==> src/rtl/motor_arb_if.sv <==
// Motor arbiter bus: requests and speed commands from Tracking and Uturn,
// ownership, wheel drive outputs and debug taps.
// Request/grant semantics: a request is a level held for as long as the
// requester wants the motors; the grant is a registered level that rises
// the cycle after the request is sampled and falls on release, preemption
// or estop. Only the current owner's speed commands reach the wheels.
interface motor_arb_if;
    logic       trk_req;
    logic [7:0] trk_left;
    logic [7:0] trk_right;
    logic       ut_req;
    logic [7:0] ut_left;
    logic [7:0] ut_right;
    logic       estop;
    logic       trk_grant;
    logic       ut_grant;
    logic       pwm_l;
    logic       pwm_r;
    logic       dir_l;
    logic       dir_r;
    logic       braking;
    logic [1:0] dbg_state;
    logic [6:0] dbg_m_l;
    logic [6:0] dbg_m_r;

    modport master (
        output trk_req, trk_left, trk_right, ut_req, ut_left, ut_right, estop,
        input  trk_grant, ut_grant, pwm_l, pwm_r, dir_l, dir_r, braking,
        input  dbg_state, dbg_m_l, dbg_m_r
    );

    modport slave (
        input  trk_req, trk_left, trk_right, ut_req, ut_left, ut_right, estop,
        output trk_grant, ut_grant, pwm_l, pwm_r, dir_l, dir_r, braking,
        output dbg_state, dbg_m_l, dbg_m_r
    );
endinterface

==> src/rtl/motor_arb.sv <==
// Motor ownership arbiter between Tracking and Uturn with dead-time braking,
// ramped signed speed commands and 127-step PWM generation per wheel.
module motor_arb #(
    parameter int DEAD_CYCLES = 1000,
    parameter int RAMP_DIV    = 256
) (
    input  logic        clk,
    input  logic        rst,
    motor_arb_if.slave  bus
);
    localparam int RW = (RAMP_DIV > 1) ? $clog2(RAMP_DIV) : 1;
    localparam int DW = (DEAD_CYCLES > 1) ? $clog2(DEAD_CYCLES) : 1;

    typedef enum logic [1:0] {
        IDLE    = 2'd0,
        OWN_TRK = 2'd1,
        OWN_UT  = 2'd2,
        BRAKE   = 2'd3
    } state_t;

    state_t        state, next_state;
    logic [DW-1:0] dead_cnt;
    logic [RW-1:0] ramp_cnt;
    logic [6:0]    pwm_cnt;
    logic [6:0]    m_l, m_r;
    logic          dir_l, dir_r;
    logic          ramp_tick, dead_done;
    logic          owned_now, owned_next;
    logic [7:0]    cmd_l, cmd_r;
    logic [7:0]    step_l, step_r;

    // Saturated magnitude of a signed command; -128 clips to 127.
    function automatic logic [6:0] mag_of(input logic [7:0] c);
        if (!c[7])
            return c[6:0];
        else if (c == 8'h80)
            return 7'd127;
        else
            return ~c[6:0] + 7'd1;
    endfunction

    // One ramp step: reversal first ramps to zero, flips at zero, then climbs.
    function automatic logic [7:0] ramp_step(input logic [6:0] m, input logic dir,
                                             input logic [7:0] cmd);
        logic [6:0] tm;
        logic       td;
        logic [6:0] m_n;
        logic       d_n;
        tm  = mag_of(cmd);
        td  = (cmd == 8'd0) ? dir : ~cmd[7];
        m_n = m;
        d_n = dir;
        if (td != dir) begin
            if (m != 7'd0) m_n = m - 7'd1;
            else           d_n = td;
        end else if (m < tm) begin
            m_n = m + 7'd1;
        end else if (m > tm) begin
            m_n = m - 7'd1;
        end
        return {d_n, m_n};
    endfunction

    assign ramp_tick  = (ramp_cnt == RW'(RAMP_DIV - 1));
    assign dead_done  = (dead_cnt == DW'(DEAD_CYCLES - 1)) && !bus.estop;
    assign owned_now  = (state == OWN_TRK) || (state == OWN_UT);
    assign owned_next = (next_state == OWN_TRK) || (next_state == OWN_UT);
    assign cmd_l      = (state == OWN_UT) ? bus.ut_left  : bus.trk_left;
    assign cmd_r      = (state == OWN_UT) ? bus.ut_right : bus.trk_right;
    assign step_l     = ramp_step(m_l, dir_l, cmd_l);
    assign step_r     = ramp_step(m_r, dir_r, cmd_r);

    // Next-state arbitration; Uturn wins ties and preempts Tracking.
    always_comb begin
        next_state = state;
        case (state)
            IDLE: begin
                if (bus.ut_req)       next_state = OWN_UT;
                else if (bus.trk_req) next_state = OWN_TRK;
            end
            OWN_TRK: begin
                if (!bus.trk_req || bus.ut_req || bus.estop) next_state = BRAKE;
            end
            OWN_UT: begin
                if (!bus.ut_req || bus.estop) next_state = BRAKE;
            end
            BRAKE: begin
                if (dead_done) begin
                    if (bus.ut_req)       next_state = OWN_UT;
                    else if (bus.trk_req) next_state = OWN_TRK;
                    else                  next_state = IDLE;
                end
            end
            default: next_state = IDLE;
        endcase
    end

    // State register plus grant/braking flags registered from the next state.
    always_ff @(posedge clk or posedge rst) begin
        if (rst) begin
            state         <= IDLE;
            bus.trk_grant <= 1'b0;
            bus.ut_grant  <= 1'b0;
            bus.braking   <= 1'b0;
        end else begin
            state         <= next_state;
            bus.trk_grant <= (next_state == OWN_TRK);
            bus.ut_grant  <= (next_state == OWN_UT);
            bus.braking   <= (next_state == BRAKE);
        end
    end

    // Dead-time counter: runs only in BRAKE, pinned at zero while estop is high.
    always_ff @(posedge clk or posedge rst) begin
        if (rst)
            dead_cnt <= '0;
        else if (state != BRAKE || bus.estop || dead_done)
            dead_cnt <= '0;
        else
            dead_cnt <= dead_cnt + DW'(1);
    end

    // Free-running ramp divider and 0..126 PWM carrier.
    always_ff @(posedge clk or posedge rst) begin
        if (rst) begin
            ramp_cnt <= '0;
            pwm_cnt  <= 7'd0;
        end else begin
            ramp_cnt <= ramp_tick ? '0 : ramp_cnt + RW'(1);
            pwm_cnt  <= (pwm_cnt == 7'd126) ? 7'd0 : pwm_cnt + 7'd1;
        end
    end

    // Wheel magnitude/direction: zeroed on losing ownership, ramped while owned.
    always_ff @(posedge clk or posedge rst) begin
        if (rst) begin
            m_l   <= 7'd0;
            m_r   <= 7'd0;
            dir_l <= 1'b1;
            dir_r <= 1'b1;
        end else if (!owned_next) begin
            m_l <= 7'd0;
            m_r <= 7'd0;
        end else if (ramp_tick && owned_now) begin
            {dir_l, m_l} <= step_l;
            {dir_r, m_r} <= step_r;
        end
    end

    assign bus.pwm_l     = (pwm_cnt < m_l);
    assign bus.pwm_r     = (pwm_cnt < m_r);
    assign bus.dir_l     = dir_l;
    assign bus.dir_r     = dir_r;
    assign bus.dbg_state = state;
    assign bus.dbg_m_l   = m_l;
    assign bus.dbg_m_r   = m_r;
endmodule

==> src/flat_wrapper.sv <==
// flat-port wrapper written by rule: the top's interface ports become plain ports
module motor_arb_flat 
#(
    parameter int DEAD_CYCLES = 1000,
    parameter int RAMP_DIV    = 256
)
  (clk, rst, bus_trk_req, bus_trk_left, bus_trk_right, bus_ut_req, bus_ut_left, bus_ut_right, bus_estop, bus_trk_grant, bus_ut_grant, bus_pwm_l, bus_pwm_r, bus_dir_l, bus_dir_r, bus_braking, bus_dbg_state, bus_dbg_m_l, bus_dbg_m_r);
  motor_arb_if bus_i ();
  input  logic clk;
  input  logic rst;
  input wire logic [$bits(bus_i.trk_req)-1:0] bus_trk_req;
  input wire logic [$bits(bus_i.trk_left)-1:0] bus_trk_left;
  input wire logic [$bits(bus_i.trk_right)-1:0] bus_trk_right;
  input wire logic [$bits(bus_i.ut_req)-1:0] bus_ut_req;
  input wire logic [$bits(bus_i.ut_left)-1:0] bus_ut_left;
  input wire logic [$bits(bus_i.ut_right)-1:0] bus_ut_right;
  input wire logic [$bits(bus_i.estop)-1:0] bus_estop;
  output wire logic [$bits(bus_i.trk_grant)-1:0] bus_trk_grant;
  output wire logic [$bits(bus_i.ut_grant)-1:0] bus_ut_grant;
  output wire logic [$bits(bus_i.pwm_l)-1:0] bus_pwm_l;
  output wire logic [$bits(bus_i.pwm_r)-1:0] bus_pwm_r;
  output wire logic [$bits(bus_i.dir_l)-1:0] bus_dir_l;
  output wire logic [$bits(bus_i.dir_r)-1:0] bus_dir_r;
  output wire logic [$bits(bus_i.braking)-1:0] bus_braking;
  output wire logic [$bits(bus_i.dbg_state)-1:0] bus_dbg_state;
  output wire logic [$bits(bus_i.dbg_m_l)-1:0] bus_dbg_m_l;
  output wire logic [$bits(bus_i.dbg_m_r)-1:0] bus_dbg_m_r;
  assign bus_i.trk_req = bus_trk_req;
  assign bus_i.trk_left = bus_trk_left;
  assign bus_i.trk_right = bus_trk_right;
  assign bus_i.ut_req = bus_ut_req;
  assign bus_i.ut_left = bus_ut_left;
  assign bus_i.ut_right = bus_ut_right;
  assign bus_i.estop = bus_estop;
  assign bus_trk_grant = bus_i.trk_grant;
  assign bus_ut_grant = bus_i.ut_grant;
  assign bus_pwm_l = bus_i.pwm_l;
  assign bus_pwm_r = bus_i.pwm_r;
  assign bus_dir_l = bus_i.dir_l;
  assign bus_dir_r = bus_i.dir_r;
  assign bus_braking = bus_i.braking;
  assign bus_dbg_state = bus_i.dbg_state;
  assign bus_dbg_m_l = bus_i.dbg_m_l;
  assign bus_dbg_m_r = bus_i.dbg_m_r;
  motor_arb #(.DEAD_CYCLES(DEAD_CYCLES), .RAMP_DIV(RAMP_DIV)) u_core (.clk(clk), .rst(rst), .bus(bus_i));
endmodule
==> config.mk <==
export PLATFORM = sky130hd
export DESIGN_NAME = motor_arb_flat
export DESIGN_NICKNAME = d
export VERILOG_FILES = /design/src/rtl/motor_arb_if.sv /design/src/rtl/motor_arb.sv /design/src/flat_wrapper.sv
export SDC_FILE = /design/constraint.sdc
export NUM_CORES = 1
export LEC_CHECK = 0
export CAP_MARGIN = 20
export CORE_MARGIN = 5
export CORE_UTILIZATION = 45
export DETAILED_ROUTE_END_ITERATION = 6
export PLACE_DENSITY = 0.76
export SYNTH_ARGS = -nofsm -noshare
export SYNTH_HDL_FRONTEND = slang
export SYNTH_SLANG_ARGS = --single-unit
==> constraint.sdc <==
create_clock -name clk -period 7.1 [get_ports clk]
set_clock_uncertainty 0.2 [all_clocks]
set_input_delay 1.065 -clock clk [delete_from_list [all_inputs] [get_ports clk]]
set_output_delay 1.065 -clock clk [all_outputs]
set_load 0.01 [all_outputs]
# Word-level counts from Yosys, hierarchy flattened
# Index checks and enable logic that the tools add are counted.
# W data, S select, Z words.
dict set report totals {
  output_inout_bits 23
  reg_bits 46
  input_bits 37
  elab_cells 103
}
dict set report classes {
  n_eq_ne 19
  magnitude_cmp 6
  n_mux 31
  n_bitwise 6
  reduce_logical 21
  n_addsub 9
}
# operator n
set ops {}
lappend ops {{$mux W7} 17}
lappend ops {{$add A7 B1 Y7 const B} 5}
lappend ops {{$lt A7 B7 Y1} 4}
lappend ops {{$eq A8 B8 Y1 const B} 3}
lappend ops {{$mux W8} 3}
lappend ops {{$logic_not A8 Y1} 2}
lappend ops {{$gt A7 B7 Y1} 2}
lappend ops {{$not A7 Y7} 2}
lappend ops {{$reduce_bool A7 Y1} 2}
lappend ops {{$sub A7 B1 Y7 const B} 2}
lappend ops {{$mux W2} 6}
lappend ops {{$add A10 B1 Y10 const B} 1}
lappend ops {{$eq A10 B10 Y1 const B} 1}
lappend ops {{$mux W10} 1}
lappend ops {{$add A8 B1 Y8 const B} 1}
lappend ops {{$eq A2 B2 Y1 const B} 4}
lappend ops {{$ne A4 B4 Y1 const B} 2}
lappend ops {{$pmux W2 S4} 1}
lappend ops {{$reduce_and A4 Y1} 2}
lappend ops {{$eq A7 B7 Y1 const B} 1}
lappend ops {{$logic_or A1 B1 Y1} 7}
lappend ops {{$ne A3 B3 Y1 const B} 2}
lappend ops {{$reduce_and A3 Y1} 2}
lappend ops {{$eq A2 B1 Y1 const B} 2}
lappend ops {{other kinds (7)} 17}

# Depth between registers and ports, before layout
dict set report logic_depth {
  depth_word 12
  mapped_depth 20
}

# Worst setup path after synthesis
# No wires, ideal clock.
dict set report synth_path {
  path_kind {input port to flip-flop}
  from {input bus_trk_right[1]}
  to {register u_core.m_r[2] (netlist: u_core.bus.dbg_m_r[2])}
  t_required_ps 6834
  path_stages 14
  n_path_buf 0
  t_arrival_ps 3991
  setup_slack_ps 2843
  path_cell_list {or3_1 > a211oi_4 > nand2_1 > nor2_1 > nand2_1 > a21oi_1 > a21oi_1 > ha_1 > a21oi_1 > o21ai_0 > nor3_4 > mux2_2 > a211o_1 > nand2_1}
}
dict set report synth_between {
  elab_chain_len 10
}
# item line_no
set synth_lines {}
lappend synth_lines {{from (decl)} flat_wrapper.sv:13} ;# input wire logic [$bits(bus_i.trk_right)-1:0] bus_trk_right;
lappend synth_lines {{$mux W8 *} motor_arb.sv:69} ;# assign cmd_r = (state == OWN_UT) ? bus.ut_right : bus.trk_right;
lappend synth_lines {{$not A7 Y7} motor_arb.sv:39} ;# return ~c[6:0] + 7'd1;
lappend synth_lines {{$add A7 B1 Y7} motor_arb.sv:39}
lappend synth_lines {{$mux W7} motor_arb.sv:36} ;# else if (c == 8'h80)
lappend synth_lines {{$mux W7} motor_arb.sv:34} ;# if (!c[7])
lappend synth_lines {{$lt A7 B7 Y1} motor_arb.sv:56} ;# end else if (m < tm) begin
lappend synth_lines {{$mux W7} motor_arb.sv:56}
lappend synth_lines {{$mux W7} motor_arb.sv:53} ;# if (td != dir) begin
lappend synth_lines {{$mux W7} motor_arb.sv:144} ;# end else if (ramp_tick && owned_now) begin
lappend synth_lines {{$mux W7} motor_arb.sv:141} ;# end else if (!owned_next) begin
lappend synth_lines {{to (signal assigned)} motor_arb.sv:146} ;# {dir_r, m_r} <= step_r;
lappend synth_lines {{to (decl)} motor_arb.sv:25} ;# logic [6:0] m_l, m_r;
# Every way passes the cells marked *; elsewhere a longest branch is shown, timed or not. The select of a mux whose other input is x is not followed.
# A chain may end at the register's enable or synchronous reset.

# Worst setup path in the final report
dict set report layout_path {
  from {input bus_trk_left[1]}
  to {register u_core.m_l[4] (netlist: u_core.bus.dbg_m_l[4])}
}
dict set report layout_between {
  elab_chain_len 10
}
# item line_no
set layout_lines {}
lappend layout_lines {{from (decl)} flat_wrapper.sv:12} ;# input wire logic [$bits(bus_i.trk_left)-1:0] bus_trk_left;
lappend layout_lines {{$mux W8 *} motor_arb.sv:68} ;# assign cmd_l = (state == OWN_UT) ? bus.ut_left : bus.trk_left;
lappend layout_lines {{$not A7 Y7} motor_arb.sv:39}
lappend layout_lines {{$add A7 B1 Y7} motor_arb.sv:39}
lappend layout_lines {{$mux W7} motor_arb.sv:36}
lappend layout_lines {{$mux W7} motor_arb.sv:34}
lappend layout_lines {{$lt A7 B7 Y1} motor_arb.sv:56}
lappend layout_lines {{$mux W7} motor_arb.sv:56}
lappend layout_lines {{$mux W7} motor_arb.sv:53}
lappend layout_lines {{$mux W7} motor_arb.sv:144}
lappend layout_lines {{$mux W7} motor_arb.sv:141}
lappend layout_lines {{to (signal assigned)} motor_arb.sv:145} ;# {dir_l, m_l} <= step_l;
lappend layout_lines {{to (decl)} motor_arb.sv:25}
# Marked as above.

==> qor.txt <==
Outcome: finished, final reports clean
Share of layout cells above drive strength 1: 8.02%
CTS Buffer Depth: 2
Worst-path clk slew: 0.10 ns
Drt initial violations: 160
Post-CTS Hold Buffers: 0
First-pass GRT wire length: 14.8 mm
Synth area leader: dfrtp_1
Synth unique cells: 53
Vias in the first global route: 3279
Req. time, crit path: 7.10 ns
DPL Wire Length: 6.66 mm
Post-route ant nets: 0
Final setup vio count: 0
Number of cell rows: 33
Hold Worst Slack: 0.264 ns
Gr ovfl total: 0
Power Density: 234 nW/um2
Synth top area share: 29.1%
Mapped cell area: 3790 um2
Worst setup margin: 2.12 ns
Max-cap violations: 0
WHS Path Cells: 1
Fin. max-slew vios: 0
RR Endpoint: u_core.bus.dbg_m_l[4]
Cells after Synth: 426
Dpl ws: 1.82 ns
Routed WL per cell: 14.6 um
Via density: 5.53
Synth Net Count: 506
DR pass1 iterations: 4
Core area: 8220 um2
Initial antenna violation count: 0
Rel. slew slack: 44.3%
Die Area: 10400 um2
Critical path type: in2reg
Reg2reg setup slack: 2.14 ns
Max H-tree Level: 2
CTS tree: built
VDD IR max: 0.195 mV
Overall routing resource usage: 17.4%
DRC violations left: 0
# IOs: 60
Setup TNS Final: 0 ns
Die Y: 102 um
Worst r2r src: u_core.bus.dbg_state[0]
Area grow syn2layout: 20.8%
Worst Hold End: u_core.dead_cnt[0]
Asr flop ratio synth: 100%
# diodes: 0
Seq cells post-synth: 46
Final wirelength: 8.61 mm
Largest net degree at the start of global routing: 47
Top cells by area, synth: dfrtp_1, ha_1, nor2_1
Clock sink total: 46
CTS root buf: clkbuf_8
Worst slew pin tran: 0.835 ns
# port buffers: 59
Tmin final: 4.98 ns
Leak Pwr: 1.92 nW
Number of CTS-inserted buffers: 5
Unrepaired setup endpoints after global routing: false
Crit path capture type: flop
Yosys warning count: 0
Crit path max fanout: 12
Initial Util: 46.1%
Highest clock rate: 201 MHz
Post-synth EDFFs: 0
R2R cell count: 18
HP Class: reg2reg
Die width: 102 um
Fin crit share: 70.1%
Endpoints failing hold: 0
WP data arrival: 4.98 ns
Postcts setup bufs: 0
Worst-Skew Late Latency: 0.30 ns
HP Start: u_core.dead_cnt[0]
Layout Nets: 565
Synth Flop Type: dfrtp_1
Seq/Total Area, Yosys: 30.5%
Routed via count: 3270
CP Launch Type: input pin
GP Congestion: 0.868
Synth Area per Inst: 8.89 um2
Resize count post-CTS: 0
report_power, final:
| part | internal (mW) | total (mW) | switching, mW |
|---|---|---|---|
| registers | 0.278 | 0.291 | 0.0123 |
| clock network | 0.0712 | 0.167 | 0.0963 |
| logic | 0.248 | 0.613 | 0.365 |
synthesized netlist by cell type, types with 2 or more instances:
library cell	number
nor4_1	3
o22ai_1	2
inv_1	24
xnor2_1	16
a221o_1	2
a211oi_1	5
buf_2	2
nor3_1	8
nand4_1	3
and3_1	6
or3_1	4
a21o_1	6
mux2i_1	16
o31ai_1	3
and4_1	2
a31oi_1	2
o21ba_2	2
o2bb2ai_1	2
xor2_1	11
o21ai_0	22
and2_1	3
dfstp_2	2
a31o_1	6
ha_1	43
a41oi_2	2
o21a_1	3
nor2_1	55
nand2b_1	4
a211oi_4	2
mux2_2	12
nand3_1	24
a211o_1	3
a21oi_1	21
o32ai_1	2
nor2b_1	5
nor3_4	2
dfrtp_1	44
nand2_1	33
clkbuf_1	5
cell families after synthesis:
| group | count (synthesis) | share of synthesized area (%) |
|---|---|---|
| multiplexers | 30 | 8.46 |
| XOR/XNOR | 27 | 6.24 |
| adder cells (fa/ha/maj) | 43 | 14.2 |
| AO/OA/AOI/OAI | 87 | 16.2 |
| AND/OR/NAND/NOR | 160 | 20.9 |
| buffers and inverters | 33 | 3.53 |
| flip-flops | 46 | 30.5 |
layout make-up:
cell class / instances / area, um2
clock inverters: 3 / 25.0
fillers: 714 / 3640
multi-input cells: 347 / 2500
flip-flops and latches: 46 / 1150
inverters: 24 / 90.1
clock buffers: 5 / 68.8
repair buffers: 61 / 606
well taps: 105 / 131
layer usage:
layer | global-route usage (%) | vias up | part of all wire [%]
li1 | - | 1633 | -
met1 | 22.9 | 1546 | 46
met2 | 28.8 | 82 | 47
met3 | 3.65 | 9 | 6.0
met4 | 4.81 | 0 | 1.1
met5 | 0 | - | 0
cells in the final DEF (no fill, tap or decap), drive strengths merged, types with 8 or more instances in the layout:
master and instances:
clkdlybuf4s50 59, nor2 56, dfrtp 44, ha 43, nand2 33, nand3 24
inv 24, o21ai 22, a21oi 21, mux2i 17, xnor2 16, mux2 13
xor2 11, nor3 11, a211oi 8
sequential cells by signal (all words and copies together) (netlist names):
signal and count:
u_core.bus.ut_grant 1, u_core.bus.dbg_m_l 7, u_core.pwm_cnt 7, u_core.ramp_cnt 8, u_core.bus.dir_l 1, u_core.dead_cnt 10
u_core.bus.trk_grant 1, u_core.bus.dbg_state 2, u_core.bus.dbg_m_r 7, u_core.bus.braking 1, u_core.bus.dir_r 1
worst max-delay path, cell delays in order:
cell and delay [ns]:
clkdlybuf4s50_1 0.44, or3_4 0.40, a211oi_4 0.32, nand2_1 0.11, nor2_1 0.20, nand2_1 0.18
a21oi_1 0.21, a21oi_1 0.09, ha_1 0.30, a21oi_1 0.13, o21ai_0 0.16, o31ai_1 0.27
mux2i_1 0.12, nor2_1 0.62, a211oi_1 0.17, a31o_1 0.22
worst max path at each step:
| stage | from | end | slack [ns] | cells past startpoint |
|---|---|---|---|---|
| finish | bus_trk_left[1] | u_core.bus.dbg_m_l[4] | 2.12 | 16 |
| global route | u_core.bus.dbg_state[0] | u_core.bus.dbg_m_l[5] | 1.57 | 18 |
| CTS | u_core.bus.dbg_state[0] | u_core.bus.dbg_m_l[5] | 2.15 | 18 |
| detailed placement | bus_trk_left[1] | u_core.bus.dbg_m_l[5] | 1.82 | 16 |
| global placement | bus_trk_left[1] | u_core.bus.dbg_m_l[5] | 1.99 | 16 |
| floorplan | bus_trk_right[1] | u_core.bus.dbg_m_r[2] | 2.84 | 14 |
metrics by stage:
stage / instance area (um2) / power, mW / utilization, % / std cells
2_1_floorplan: 3790 / 0.763 / - / 426
3_3_place_gp: 4480 / 0.884 / 54.5 / 583
3_5_place_dp: 4480 / 0.914 / 54.5 / 583
4_1_cts: 4570 / 1.08 / 55.7 / 591
5_1_grt: 4570 / 1.17 / 55.7 / 591
6_report: 4570 / 1.07 / 55.7 / 591
Power figures use the tool's default switching activity.
